==> config.mk <==
export PLATFORM = sky130hd
export DESIGN_NAME = numeric_display_driver_flat
export DESIGN_NICKNAME = d
export VERILOG_FILES = /design/src/rtl/numeric_display_pkg.sv /design/src/rtl/numeric_display_driver_if.sv /design/src/rtl/seg7_hex_decoder.sv /design/src/rtl/numeric_display_driver.sv /design/src/flat_wrapper.sv
export SDC_FILE = /design/constraint.sdc
export NUM_CORES = 1
export LEC_CHECK = 0
export CAP_MARGIN = 30
export CORE_MARGIN = 4
export CORE_UTILIZATION = 47
export CTS_CLUSTER_SIZE = 10
export DETAILED_ROUTE_END_ITERATION = 16
export PLACE_DENSITY = 0.69
export SYNTH_ARGS = -nofsm -noshare
export SYNTH_HDL_FRONTEND = slang
export SYNTH_HIERARCHICAL = 1
export SYNTH_SLANG_ARGS = --single-unit
export TNS_END_PERCENT = 20
==> constraint.sdc <==
create_clock -name MCLK -period 2.72 [get_ports MCLK]
set_clock_uncertainty 0.05 [all_clocks]
set_input_delay 0.408 -clock MCLK [delete_from_list [all_inputs] [get_ports MCLK]]
set_output_delay 0.408 -clock MCLK [all_outputs]
set_load 0.1 [all_outputs]
==> src/rtl/numeric_display_pkg.sv <==
// Shared types and constants for the KW4-56NCWB-P-Y numeric display driver.
//   - Pin bit positions of the 14-pin display bus
//   - Scan state enumeration
//   - display_set_t: one complete display image {value, dp, blank, colon}
//   - lz_mask(): leading-zero mask helper (used when NUMERIC_DISPLAY_LZS_EN is defined)
package numeric_display_pkg;

  localparam int unsigned NUM_DIGITS = 4;
  localparam int unsigned NIBBLE_W   = 4;
  localparam int unsigned VALUE_W    = NUM_DIGITS * NIBBLE_W;
  localparam int unsigned SEG_W      = 7;
  localparam int unsigned PIN_W      = 14;

  // Pin bit positions on the display bus
  localparam int unsigned SEG_LSB = 0;
  localparam int unsigned DP_BIT  = 7;
  localparam int unsigned SEL_LSB = 8;
  localparam int unsigned COLON_A = 12;
  localparam int unsigned COLON_K = 13;

  // All digit selects and colon common off, every anode low
  localparam logic [PIN_W-1:0] PINS_IDLE = 14'b10_1111_0000_0000;

  typedef enum logic [0:0] {
    ST_BLANK = 1'b0,
    ST_DRIVE = 1'b1
  } scan_state_e;

  typedef struct packed {
    logic [VALUE_W-1:0]    value;
    logic [NUM_DIGITS-1:0] dp;
    logic [NUM_DIGITS-1:0] blank;
    logic                  colon;
  } display_set_t;

  // Image shown after reset: every digit blanked
  localparam display_set_t SET_RESET = '{
    value: 16'h0000,
    dp:    4'h0,
    blank: 4'hF,
    colon: 1'b0
  };

  // Bit i set when digit i is zero and every digit to its left is zero; digit 0 never set
  function automatic logic [NUM_DIGITS-1:0] lz_mask(input logic [VALUE_W-1:0] v);
    logic [NUM_DIGITS-1:0] m;
    m[3] = (v[15:12] == 4'h0);
    m[2] = m[3] & (v[11:8] == 4'h0);
    m[1] = m[2] & (v[7:4] == 4'h0);
    m[0] = 1'b0;
    return m;
  endfunction

endpackage

==> src/rtl/numeric_display_driver_if.sv <==
// Load port of the numeric display driver: valid/ready handshake plus display image.
//   master (producer): drives LOAD_VALID, VALUE, DP, BLANK, COLON; samples LOAD_READY
//   slave  (driver)  : samples the load fields; drives LOAD_READY
interface numeric_display_driver_if;
  import numeric_display_pkg::*;

  logic                  LOAD_VALID;
  logic                  LOAD_READY;
  logic [VALUE_W-1:0]    VALUE;
  logic [NUM_DIGITS-1:0] DP;
  logic [NUM_DIGITS-1:0] BLANK;
  logic                  COLON;

  modport master (
    output LOAD_VALID,
    output VALUE,
    output DP,
    output BLANK,
    output COLON,
    input  LOAD_READY
  );

  modport slave (
    input  LOAD_VALID,
    input  VALUE,
    input  DP,
    input  BLANK,
    input  COLON,
    output LOAD_READY
  );

endinterface

==> src/rtl/seg7_hex_decoder.sv <==
// Combinational hex digit to 7-segment pattern (bit 0 = segment a, bit 6 = segment g).
//   digit_i : 4-bit hex digit
//   seg_c_o : active-high segment pattern, combinational
module seg7_hex_decoder (
  input  logic [3:0] digit_i,
  output logic [6:0] seg_c_o
);

  // Standard hex glyphs with lowercase b and d so they differ from 8 and 0
  always_comb begin
    seg_c_o = 7'h00;
    unique case (digit_i)
      4'h0: seg_c_o = 7'h3F;
      4'h1: seg_c_o = 7'h06;
      4'h2: seg_c_o = 7'h5B;
      4'h3: seg_c_o = 7'h4F;
      4'h4: seg_c_o = 7'h66;
      4'h5: seg_c_o = 7'h6D;
      4'h6: seg_c_o = 7'h7D;
      4'h7: seg_c_o = 7'h07;
      4'h8: seg_c_o = 7'h7F;
      4'h9: seg_c_o = 7'h6F;
      4'hA: seg_c_o = 7'h77;
      4'hB: seg_c_o = 7'h7C;
      4'hC: seg_c_o = 7'h39;
      4'hD: seg_c_o = 7'h5E;
      4'hE: seg_c_o = 7'h79;
      4'hF: seg_c_o = 7'h71;
      default: seg_c_o = 7'h00;
    endcase
  end

endmodule

==> src/rtl/numeric_display_driver.sv <==
// Multiplexed scan driver for the KW4-56NCWB-P-Y 4-digit 7-segment display.
// A display image is loaded through a valid/ready port into a pending register and
// copied to the displayed (shadow) image only on the frame boundary (last DRIVE cycle
// of digit 3), so a frame never mixes two images. Each digit slot is a short BLANK
// phase with all selects off (anti-ghosting) followed by a DRIVE phase.
//
// Parameters:
//   C_SCAN_DIV     : cycles per digit slot (BLANK + DRIVE)
//   C_BLANK_CYCLES : BLANK cycles per slot, 1 <= C_BLANK_CYCLES < C_SCAN_DIV
// Ports:
//   MCLK                : clock
//   nRST                : asynchronous active-low reset
//   load_if             : load port (slave modport), LOAD_READY registered
//   KW4_56NCWB_P_Y_pins : registered display pins
//                         [6:0] seg a..g, [7] dp, [11:8] digit selects (active low),
//                         [12] colon anode, [13] colon common (active low)
// Build option:
//   NUMERIC_DISPLAY_LZS_EN : leading-zero suppression on digits 3..1
module numeric_display_driver
  import numeric_display_pkg::*;
#(
  parameter int unsigned C_SCAN_DIV     = 2500,
  parameter int unsigned C_BLANK_CYCLES = 8
) (
  input  logic                     MCLK,
  input  logic                     nRST,
  numeric_display_driver_if.slave  load_if,
  output logic [PIN_W-1:0]         KW4_56NCWB_P_Y_pins
);

  localparam int unsigned CNT_W = $clog2(C_SCAN_DIV);
  localparam int unsigned DIG_W = 2;

  localparam logic [CNT_W-1:0] CNT_BLANK_LAST = CNT_W'(C_BLANK_CYCLES - 1);
  localparam logic [CNT_W-1:0] CNT_SLOT_LAST  = CNT_W'(C_SCAN_DIV - 1);
  localparam logic [DIG_W-1:0] DIG_LAST       = DIG_W'(NUM_DIGITS - 1);
  localparam logic [DIG_W-1:0] DIG_COLON      = DIG_W'(1);

  localparam logic [0:0] S_BLANK = ST_BLANK;
  localparam logic [0:0] S_DRIVE = ST_DRIVE;

  logic [0:0]       state_q,   state_d;
  logic [DIG_W-1:0] digit_q,   digit_d;
  logic [CNT_W-1:0] cnt_q,     cnt_d;
  display_set_t     shadow_q,  shadow_d;
  display_set_t     pending_q, pending_d;
  logic             ready_q,   ready_d;
  logic [PIN_W-1:0] pins_q,    pins_d;

  logic                  boundary_c;
  logic                  xfer_c;
  display_set_t          load_set_c;
  logic [NIBBLE_W-1:0]   nibble_c;
  logic [SEG_W-1:0]      glyph_c;
  logic [NUM_DIGITS-1:0] lz_c;
  logic                  seg_dark_c;
  logic                  dp_dark_c;

  assign load_if.LOAD_READY  = ready_q;
  assign KW4_56NCWB_P_Y_pins = pins_q;

  assign boundary_c = (state_q == S_DRIVE) && (digit_q == DIG_LAST) && (cnt_q == CNT_SLOT_LAST);
  assign xfer_c     = load_if.LOAD_VALID & ready_q;

  assign load_set_c = '{
    value: load_if.VALUE,
    dp:    load_if.DP,
    blank: load_if.BLANK,
    colon: load_if.COLON
  };

`ifdef NUMERIC_DISPLAY_LZS_EN
  assign lz_c = lz_mask(shadow_q.value);
`else
  assign lz_c = '0;
`endif

  // Single decoder on the digit currently selected by the scan
  assign nibble_c = shadow_q.value[{digit_q, 2'b00} +: NIBBLE_W];

  seg7_hex_decoder u_dec (
    .digit_i (nibble_c),
    .seg_c_o (glyph_c)
  );

  // Suppressed leading zeros lose their segments but keep their DP
  assign seg_dark_c = shadow_q.blank[digit_q] | lz_c[digit_q];
  assign dp_dark_c  = shadow_q.blank[digit_q];

  // State register
  always_ff @(posedge MCLK or negedge nRST) begin
    if (!nRST) begin
      state_q   <= S_BLANK;
      digit_q   <= '0;
      cnt_q     <= '0;
      shadow_q  <= SET_RESET;
      pending_q <= SET_RESET;
      ready_q   <= 1'b1;
      pins_q    <= PINS_IDLE;
    end else begin
      state_q   <= state_d;
      digit_q   <= digit_d;
      cnt_q     <= cnt_d;
      shadow_q  <= shadow_d;
      pending_q <= pending_d;
      ready_q   <= ready_d;
      pins_q    <= pins_d;
    end
  end

  // Scan sequencing: the slot counter runs 0..C_SCAN_DIV-1 across BLANK and DRIVE
  always_comb begin
    state_d = state_q;
    digit_d = digit_q;
    cnt_d   = cnt_q + CNT_W'(1);
    unique case (state_q)
      S_BLANK: begin
        if (cnt_q == CNT_BLANK_LAST) begin
          state_d = S_DRIVE;
        end
      end
      S_DRIVE: begin
        if (cnt_q == CNT_SLOT_LAST) begin
          state_d = S_BLANK;
          cnt_d   = '0;
          digit_d = digit_q + DIG_W'(1);
        end
      end
      default: begin
        state_d = S_BLANK;
        cnt_d   = '0;
        digit_d = '0;
      end
    endcase
  end

  // Load path: pending image is promoted on the boundary; an empty pending lets a
  // coincident load go straight to the shadow without ever looking busy
  always_comb begin
    shadow_d  = shadow_q;
    pending_d = pending_q;
    ready_d   = ready_q;
    if (boundary_c) begin
      if (!ready_q) begin
        shadow_d = pending_q;
        ready_d  = 1'b1;
      end else if (xfer_c) begin
        shadow_d = load_set_c;
      end
    end else if (xfer_c) begin
      pending_d = load_set_c;
      ready_d   = 1'b0;
    end
  end

  // Pin image for the current scan position, registered one cycle later
  always_comb begin
    pins_d = PINS_IDLE;
    if (state_q == S_DRIVE) begin
      pins_d[SEL_LSB +: NUM_DIGITS] = ~(NUM_DIGITS'(1) << digit_q);
      pins_d[SEG_LSB +: SEG_W]      = seg_dark_c ? '0 : glyph_c;
      pins_d[DP_BIT]                = dp_dark_c ? 1'b0 : shadow_q.dp[digit_q];
      if (digit_q == DIG_COLON) begin
        pins_d[COLON_A] = shadow_q.colon;
        pins_d[COLON_K] = ~shadow_q.colon;
      end
    end
  end

endmodule

==> src/flat_wrapper.sv <==
// flat-port wrapper written by rule: the top's interface ports become plain ports
module numeric_display_driver_flat import numeric_display_pkg::*;
#(
  parameter int unsigned C_SCAN_DIV     = 2500,
  parameter int unsigned C_BLANK_CYCLES = 8
)
  (MCLK, nRST, KW4_56NCWB_P_Y_pins, load_if_LOAD_VALID, load_if_VALUE, load_if_DP, load_if_BLANK, load_if_COLON, load_if_LOAD_READY);
  numeric_display_driver_if load_if_i ();
  input  logic MCLK;
  input  logic nRST;
  output logic [PIN_W-1:0] KW4_56NCWB_P_Y_pins;
  input wire logic [$bits(load_if_i.LOAD_VALID)-1:0] load_if_LOAD_VALID;
  input wire logic [$bits(load_if_i.VALUE)-1:0] load_if_VALUE;
  input wire logic [$bits(load_if_i.DP)-1:0] load_if_DP;
  input wire logic [$bits(load_if_i.BLANK)-1:0] load_if_BLANK;
  input wire logic [$bits(load_if_i.COLON)-1:0] load_if_COLON;
  output wire logic [$bits(load_if_i.LOAD_READY)-1:0] load_if_LOAD_READY;
  assign load_if_i.LOAD_VALID = load_if_LOAD_VALID;
  assign load_if_i.VALUE = load_if_VALUE;
  assign load_if_i.DP = load_if_DP;
  assign load_if_i.BLANK = load_if_BLANK;
  assign load_if_i.COLON = load_if_COLON;
  assign load_if_LOAD_READY = load_if_i.LOAD_READY;
  numeric_display_driver #(.C_SCAN_DIV(C_SCAN_DIV), .C_BLANK_CYCLES(C_BLANK_CYCLES)) u_core (.MCLK(MCLK), .nRST(nRST), .load_if(load_if_i), .KW4_56NCWB_P_Y_pins(KW4_56NCWB_P_Y_pins));
endmodule
==> impl_metrics.json, run 1 <==
{
  "outcome": "finished, final reports clean",
  "placementRows": 32,
  "die_area_um2": 9680,
  "fmax_mhz": 450,
  "top_layer": "met4",
  "fill_cells": 677,
  "synth_top_cell_area_share_pct": 43.0,
  "htreeDepth": 3,
  "grt_pass1_wl_um": 11100,
  "syn_nets": 321,
  "clk_latency_ns": 0.34,
  "rsz0062_at_grt": "false",
  "synth_area_per_cell_um2": 13.7,
  "nets": 368,
  "cellLeakagePower_nw": 1.95,
  "start_util_pct": 48.9,
  "yosysSeqAreaShare_pct": 52.6,
  "critPathKind": "reg2reg",
  "first_global_vias": 2220,
  "wl_met2_um": 2870,
  "synth_seq_cells": 80,
  "fp.dieW_um": 98.4,
  "crit_fanout": 5,
  "dp.final_hpwl_um": 4530,
  "clk_path_buf_depth": 2,
  "startpoint_type": "flop",
  "peakVddDrop_uv": 311,
  "routed_via_density": 5.08,
  "regArea_um2": 2020,
  "syn_area_um2": 3840,
  "cts_tree": "built",
  "area_growth_syn_to_layout_pct": 18.8,
  "max_cap_violations": 0,
  "multi_input_area_um2": 1690,
  "reg2reg_slack_ns": 0.50,
  "wire_per_inst_um": 14.8,
  "cp.required_ns": 2.90,
  "slew_viol_final": 0,
  "drc": 0,
  "drt-initial-drc-count": 98,
  "min_period_over_period_pct": 81.7,
  "ys_types": 37,
  "drt-met1-wl_um": 3180,
  "pin_count": 43,
  "antenna_cells": 0,
  "place.gp.congestion": 0.756,
  "yosys.area.top_type": "dfrtp_1",
  "synth-warning-count": 6,
  "syn_inst": 281,
  "slew_headroom_pct": 69.4,
  "end_kind": "flop",
  "grt-ovfl-total": 0,
  "cp-startpoint": "u_core/digit_q[0]$_DFFE_PN0P_",
  "r2r_end": "u_core/KW4_56NCWB_P_Y_pins[3]$_DFF_PN0_",
  "clk_pin_slew_ns": 0.08,
  "grt.total_usage_pct": 14.2,
  "layout_min_cycle_time_ns": 2.22,
  "cts_sinks": 80,
  "drt-total-wl_um": 6430,
  "regToRegStartpoint": "u_core/digit_q[0]$_DFFE_PN0P_",
  "cts_buffers": 9,
  "core_area_um2": 7850,
  "worstMarginPinSlew_ns": 0.457,
  "grt_max_degree": 72,
  "drive_gt1_share_pct": 42.3,
  "crit_arrival_ns": 2.40,
  "setup_tns_ns": 0,
  "die_y_um": 98.4,
  "hold_viol": 0,
  "hp-class": "in2async",
  "yosys-top-cells-area": "dfrtp_1, mux2_2, dfstp_2",
  "port_buffers": 42,
  "cts_setup_buffers": 0,
  "antenna_found_initial": 0,
  "timing.hold.ws_ns": 0.373,
  "ant_nets": 0,
  "cts_root_buf": "clkbuf_8",
  "met3WireLength_um": 259,
  "firstDrtPassIters": 4,
  "endpoint": "u_core/KW4_56NCWB_P_Y_pins[3]$_DFF_PN0_",
  "rr_worst_depth": 6,
  "setup-violations-final": 0,
  "power_density_nw_per_um2": 524,
  "vias": 2208
}
==> synth_stat cells (all sizes together) <==
cell	n
nand4b	1
mux2	78
ha	12
o21ai	2
a21oi	3
dfstp	14
nor4	4
a31o	1
buf	9
clkbuf	4
nand2	12
o31a	1
xnor2	9
nor2b	2
nand3	7
nor2	11
mux4	7
or2b	1
o32a	1
xor2	2
inv	11
nand4	2
nor3	5
or4	2
mux2i	2
nand2b	2
nand3b	1
dfrtp	66
and2	9
==> power by group <==
part	total, mW	switching, mW	internal [mW]
combinational	0.157	0.0558	0.101
clock	0.976	0.431	0.545
sequential	1.26	0.0181	1.24
==> state kept, by name (all words and copies together) (netlist names) <==
name	flops
u_core/digit_q	2
u_core/shadow_q	25
u_core/pending_q	25
u_core/KW4_56NCWB_P_Y_pins	14
u_core/cnt_q	12
u_core/state_q	1
u_core/load_if.LOAD_READY	1
==> metal layers <==
layer / track usage [%] / up-vias
li1: - / 1074
met1: 20.2 / 1086
met2: 20.9 / 39
met3: 3.00 / 9
met4: 6.62 / 0
met5: 0 / -
==> cell families after synthesis <==
logic type               after synthesis  synth area share [%]
adder cells (fa/ha/maj)               12                  3.91
XOR/XNOR                              11                  2.51
flip-flops                            80                  52.6
AO/OA/AOI/OAI                          8                  1.40
multiplexers                          87                  27.6
AND/OR/NAND/NOR                       59                  8.54
buffers and inverters                 24                  3.45
==> worst max-delay path, cell delays in order (launching register included) <==
cell     delay, ns
dfrtp_1       0.42
mux4_2        0.59
inv_1         0.15
ha_1          0.25
inv_1         0.05
mux4_1        0.46
and2_1        0.15
==> worst min path at each step <==
stage	from	to
floorplan	nRST	u_core/KW4_56NCWB_P_Y_pins[0]$_DFF_PN0_
global placement	u_core/shadow_q[0]$_DFFE_PN0P_	u_core/KW4_56NCWB_P_Y_pins[13]$_DFF_PN1_
detailed placement	nRST	u_core/cnt_q[3]$_DFF_PN0_
CTS	nRST	u_core/cnt_q[10]$_DFF_PN0_
global route	nRST	u_core/cnt_q[10]$_DFF_PN0_
finish	nRST	u_core/cnt_q[10]$_DFF_PN0_
==> final cells by class <==
| cell class | count | share of cell area (%) |
|---|---|---|
| flip-flops and latches | 80 | 44.3 |
| multi-input cells | 177 | 37.0 |
| repair buffers | 49 | 9.99 |
| clock buffers | 10 | 3.02 |
| well taps | 102 | 2.80 |
| clock inverters | 6 | 2.00 |
| inverters | 11 | 0.905 |
==> repair_timing <==
item,CTS,global route
gates resized for setup,0,0
endpoints found under the hold margin,6,0
hold buffers,1,0
endpoints found under the setup margin,0,0
==> cell usage in the layout, fill, tap and decap left out, types with 3 or more instances in the layout <==
master / n
dfrtp_1: 66
xnor2_1: 9
nor4_1: 3
dfstp_2: 14
a21oi_1: 3
mux4_2: 6
ha_1: 12
nand2_1: 11
nor2_1: 10
mux2_2: 78
clkdlybuf4s50_1: 26
and2_1: 9
inv_1: 11
buf_4: 21
clkbuf_8: 10
nor3_1: 5
clkinvlp_4: 3
nand3_1: 7
==> metrics by stage <==
stage	instance area (um2)	util (%)	setup slack [ns]	cells	power (mW)
4_1_cts	4560	58.1	0.491	435	2.42
3_5_place_dp	4320	55.1	0.533	418	1.44
2_1_floorplan	3840	-	0.258	281	1.35
5_1_grt	4560	58.1	0.296	435	2.49
6_report	4560	58.1	0.499	435	2.39
3_3_place_gp	4290	54.7	0.598	417	1.43
(Power assumes the default switching activity.)
==> run 2: changes to the inputs <==
Settings changed: PLACE_DENSITY 0.69 to 0.71.
Clock period 2.72 ns to 2 ns, I/O delays scaled along.
==> run 2 against run 1 <==
Against the previous run: non-clock buffer count rose by 15; sequential power rose by 36%; clock power rose by 35%; the run now ends with setup timing left; design area rose by 6.2%; global-route usage rose by 1.5 points; largest cell class unchanged; first-iteration DRC count fell by 43%; worst hold slack got worse by 0.014 ns; cell count rose by 3.4%; die area did not move; sequential share of layout area fell by 2.5 points.
==> impl_metrics.json, run 2 (synthesis gave the netlist of run 1 again) <==
{
  "final_cell_mix": "mux2_2, dfrtp_1, buf_4",
  "violations": "setup timing",
  "first_global_vias": 2414,
  "finalWorstSetupSlack_ns": -0.0383,
  "clk_path_buf_depth": 2,
  "crit_fanout": 4,
  "p_int_mw": 2.56,
  "clk_pin_slew_ns": 0.08,
  "vias": 2282,
  "grt-ovfl-total": 0,
  "pwr-share-comb_pct": 6.6,
  "pin_count": 43,
  "worstMarginPinSlew_ns": 0.450,
  "dpl_worst_slack_ns": -0.0709,
  "routed_via_density": 5.07,
  "max_cap_violations": 0,
  "multi_input_area_um2": 1750,
  "drive_gt1_share_pct": 48.0,
  "timing.hold.ws_ns": 0.359,
  "power.share.clock_pct": 40.7,
  "pwr-share-seq_pct": 52.7,
  "fill_cells": 602,
  "critPathKind": "reg2reg",
  "peakVddDrop_uv": 471,
  "cts_root_buf": "clkbuf_8",
  "power_density_nw_per_um2": 669,
  "port_buffers": 42,
  "switching_share_pct": 21.1,
  "cts_tree": "built",
  "rr_worst_depth": 5,
  "end_kind": "flop",
  "ant_nets": 0,
  "grt.total_usage_pct": 15.8,
  "clk_latency_ns": 0.34,
  "wire_per_inst_um": 15.3,
  "r2r_end": "u_core/KW4_56NCWB_P_Y_pins[3]$_DFF_PN0_",
  "cp.required_ns": 2.19,
  "min_period_over_period_pct": 102,
  "antenna_found_initial": 0,
  "layout_min_cycle_time_ns": 2.04,
  "cts_sinks": 80,
  "place.gp.congestion": 0.782,
  "regToRegStartpoint": "u_core/digit_q[0]$_DFFE_PN0P_",
  "slew_viol_final": 0,
  "area_growth_syn_to_layout_pct": 26.1,
  "rsz0062_at_grt": "true",
  "grt_pass1_wl_um": 12000,
  "dp.final_hpwl_um": 4870,
  "die_area_um2": 9680,
  "slew_headroom_pct": 69.9,
  "fmax_mhz": 491,
  "regArea_um2": 2020,
  "hold_viol": 0,
  "outcome": "finished with violations",
  "reg2reg_slack_ns": -0.04,
  "drt-initial-drc-count": 56,
  "firstDrtPassIters": 4,
  "netSwitchingPower_uw": 682,
  "cellLeakagePower_nw": 2.07,
  "finalPower_mw": 3.24,
  "crit_arrival_ns": 2.23,
  "placementRows": 32,
  "drc": 0,
  "startpoint_type": "flop",
  "die_y_um": 98.4,
  "antenna_cells": 0,
  "fp.dieW_um": 98.4,
  "start_util_pct": 48.9,
  "cts_buffers": 9,
  "htreeDepth": 3,
  "grt_max_degree": 38,
  "final_common_cell": "mux2_2",
  "hp-class": "in2async",
  "core_area_um2": 7850,
  "nets": 383,
  "setup-violations-final": 6,
  "drt-total-wl_um": 6900
}
[run 2: worst max-delay path by stage]
stage	startpoint	end	slack, ns
floorplan	u_core/digit_q[0]$_DFFE_PN0P_	u_core/KW4_56NCWB_P_Y_pins[3]$_DFF_PN0_	-0.16
global placement	u_core/digit_q[0]$_DFFE_PN0P_	u_core/KW4_56NCWB_P_Y_pins[3]$_DFF_PN0_	-0.01
detailed placement	u_core/digit_q[0]$_DFFE_PN0P_	u_core/KW4_56NCWB_P_Y_pins[6]$_DFF_PN0_	-0.07
CTS	u_core/digit_q[0]$_DFFE_PN0P_	u_core/KW4_56NCWB_P_Y_pins[3]$_DFF_PN0_	-0.04
global route	u_core/cnt_q[4]$_DFF_PN0_	u_core/shadow_q[17]$_DFFE_PN0P_	-0.09
finish	u_core/digit_q[0]$_DFFE_PN0P_	u_core/KW4_56NCWB_P_Y_pins[3]$_DFF_PN0_	-0.04
[run 2: layer usage]
layer / share of wire, % / up-vias / routed length [um] / GRT usage (%)
li1: - / 1114 / - / -
met1: 47 / 1125 / 3220 / 20.9
met2: 48 / 38 / 3330 / 25.2
met3: 4.1 / 5 / 283 / 4.00
met4: 0.99 / 0 / 68 / 5.67
met5: 0 / - / 0 / 0
[run 2: metrics by stage]
stage                     setup TNS, ns  instance area [um2]  utilization [%]  instances
after floorplan                  -0.284                 3880                -        281
after global placement          -0.0994                 4570             58.2        433
after detailed placement          -2.07                 4570             58.2        433
after CTS                        -0.126                 4810             61.2        450
after global routing              -3.77                 4840             61.7        450
final                           -0.0539                 4840             61.7        450
[run 2: critical path, cell delays in order, from the launching register on]
cell and delay (ns):
dfrtp_2 0.41, mux4_2 0.58, inv_4 0.11, ha_4 0.20, mux4_2 0.44, and2_4 0.15
[run 2: repair_timing]
item                       4_1_cts  5_1_grt
hold buffers                     1        0
setup buffers                    0        0
setup endpoints to repair       53       64
hold endpoints to repair        17        0
gates resized for setup          3        7
pin swaps                        2        1
[run 2: area by class of cell]
type | instances | area share, %
tap | 102 | 2.64
clock buffer | 11 | 2.92
multi-input combinational | 177 | 36.1
sequential | 80 | 41.8
timing repair buffer | 64 | 13.9
clock inverter | 5 | 1.68
inverter | 11 | 0.956
[run 2: power by group through the flow]
stage          combinational [mW]  clock (mW)  sequential [mW]
3_5_place_dp                0.216           0             1.74
5_1_grt                     0.239        1.44             1.72
3_3_place_gp                0.212           0             1.74
4_1_cts                     0.219        1.36             1.71
6_report                    0.213        1.32             1.71
2_1_floorplan               0.102           0             1.73
==> run 3: changes to the inputs <==
Settings changed: CORE_ASPECT_RATIO set to 0.6.
==> run 3 against run 2 <==
Against the previous run: the run still ends with setup timing left; design area rose by 4.0%; fmax fell by 0.48%; wire length rose by 6.5%; sequential cell count did not move; worst hold slack improved by 0.043 ns; largest cell class unchanged; sequential share of layout area fell by 1.6 points; largest power group unchanged; register-to-register slack barely moved; count of clock-buffer cells in the layout did not move.
==> impl_metrics.json, run 3 (synthesis gave the netlist of run 1 again) <==
{
  "r2r_end": "u_core/KW4_56NCWB_P_Y_pins[3]$_DFF_PN0_",
  "htreeDepth": 3,
  "hold_viol": 0,
  "first_global_vias": 2421,
  "grt.busiest_layer": "met1",
  "drt-initial-drc-count": 101,
  "met2_usage_pct": 22.0,
  "grt_max_degree": 81,
  "cts_tree": "built",
  "hp-class": "reg2reg",
  "setup_tns_ns": -0.0698,
  "outcome": "finished with violations",
  "placementRows": 25,
  "regToRegStartpoint": "u_core/digit_q[0]$_DFFE_PN0P_",
  "hold_end": "u_core/cnt_q[0]$_DFF_PN0_",
  "cp.required_ns": 2.18,
  "layout_min_cycle_time_ns": 2.05,
  "dp.final_hpwl_um": 5170,
  "reg2reg_slack_ns": -0.05,
  "worstMarginPinSlew_ns": 0.416,
  "area_growth_syn_to_layout_pct": 31.1,
  "firstDrtPassIters": 4,
  "slowest_stage": "mux4_2",
  "grt_use_met3_pct": 5.71,
  "cp-startpoint": "u_core/digit_q[0]$_DFFE_PN0P_",
  "clk_pin_slew_ns": 0.06,
  "min_period_over_period_pct": 102,
  "slew_viol_final": 0,
  "end_kind": "flop",
  "timing.hold.ws_ns": 0.401,
  "grt.total_usage_pct": 16.0,
  "cts_buffers": 9,
  "use_met1_pct": 23.4,
  "placed_area_um2": 4620,
  "ant_nets": 0,
  "nets": 389,
  "max_cap_violations": 0,
  "power_density_nw_per_um2": 720,
  "drc": 0,
  "whs_path_depth": 1,
  "die_y_um": 78.0,
  "final_common_cell": "mux2_2",
  "final_cell_mix": "mux2_2, dfrtp_1, buf_4",
  "place.gp.congestion": 0.774,
  "setup-violations-final": 2,
  "cpPeakStageDelay_ns": 0.58,
  "clk_path_buf_depth": 2,
  "clk_latency_ns": 0.33,
  "crit_fanout": 3,
  "drive_gt1_share_pct": 49.2,
  "cellLeakagePower_nw": 2.16,
  "critPathKind": "reg2reg",
  "fmax_mhz": 488,
  "finalWorstSetupSlack_ns": -0.0482,
  "design_area_um2": 5030,
  "wire_per_inst_um": 15.9,
  "slew_headroom_pct": 72.3,
  "worstHoldStart": "u_core/cnt_q[0]$_DFF_PN0_",
  "start_util_pct": 48.5,
  "pin_count": 43,
  "core_area_um2": 7910,
  "port_buffers": 42,
  "peakVddDrop_uv": 519,
  "dpl_worst_slack_ns": -0.0584,
  "crit_top_cell": "mux4_2",
  "dp_cells": 443,
  "cp_cell_sequence": "mux4_2 -> inv_4 -> ha_4 -> mux4_2 -> and2_4",
  "grt-ovfl-total": 0,
  "antenna_cells": 0,
  "antenna_found_initial": 0,
  "rsz0062_at_grt": "true",
  "crit_arrival_ns": 2.22,
  "startpoint_type": "flop",
  "rr_worst_depth": 5,
  "cts_sinks": 80,
  "violations": "setup timing",
  "die_area_um2": 9730,
  "fin_cells": 462,
  "fp.dieW_um": 125,
  "cts_root_buf": "clkbuf_16",
  "grt_pass1_wl_um": 12200,
  "drt-total-wl_um": 7340,
  "vias": 2312,
  "routed_via_density": 5.00
}
==> run 3: cell types whose count changed in the layout (fill, tap and decap cells not counted), sizes merged <==
cell and change:
buf +5, clkbuf +1
==> run 3: worst max path at each step <==
| stage | endpoint | slack [ns] | depth (start not counted) |
|---|---|---|---|
| after floorplan | u_core/KW4_56NCWB_P_Y_pins[3]$_DFF_PN0_ | -0.16 | 6 |
| after global placement | u_core/KW4_56NCWB_P_Y_pins[3]$_DFF_PN0_ | -0.005 | 5 |
| after detailed placement | u_core/pending_q[11]$_DFFE_PN0P_ | -0.06 | 7 |
| after CTS | u_core/pending_q[5]$_DFFE_PN0P_ | -0.07 | 5 |
| after global routing | u_core/KW4_56NCWB_P_Y_pins[3]$_DFF_PN0_ | -0.10 | 5 |
| final | u_core/KW4_56NCWB_P_Y_pins[3]$_DFF_PN0_ | -0.05 | 5 |
==> run 3: power by group <==
part	leakage, nW	switching (mW)	internal, mW
Combinational	1.02	0.0792	0.136
Clock	0.150	0.607	1.09
Sequential	0.982	0.0266	1.69
==> run 3: layout make-up <==
| cell class | instances | area (um2) |
|---|---|---|
| Sequential cell | 80 | 2030 |
| Clock inverter | 5 | 81.3 |
| Tap cell | 108 | 135 |
| Fill cell | 599 | 2880 |
| Inverter | 11 | 46.3 |
| Multi-Input combinational cell | 177 | 1760 |
| Clock buffer | 11 | 233 |
| Timing Repair Buffer | 70 | 756 |
==> run 3: repair_timing <==
action / in CTS / in global routing
cloned: 0 / 1
endpoints found under the setup margin: 54 / 58
pin swaps: 1 / 5
hold buffers: 1 / 0
hold endpoints to repair: 66 / 0
resized for setup: 2 / 14
buffers inserted: 0 / 1
==> run 3: stage by stage <==
step	power, mW	util (%)
2_1_floorplan	1.83	-
3_3_place_gp	1.95	58.3
3_5_place_dp	1.96	58.3
4_1_cts	3.68	62.5
5_1_grt	3.78	63.6
6_report	3.63	63.6
==> run 3: critical path, delay by kind of cell, from the launching register on <==
kind                       cells  cell delay, ns
muxes                          2            1.03
DFF                            1            0.40
adders and majority gates      1            0.20
and+or+nand+nor                1            0.14
buffers and inverters          1            0.12
==> run 3: layer usage <==
| metal | wire, um | up-vias |
|---|---|---|
| li1 | - | 1125 |
| met1 | 3780 | 1146 |
| met2 | 3190 | 37 |
| met5 | 0 | - |
| met3 | 306 | 4 |
| met4 | 62 | 0 |
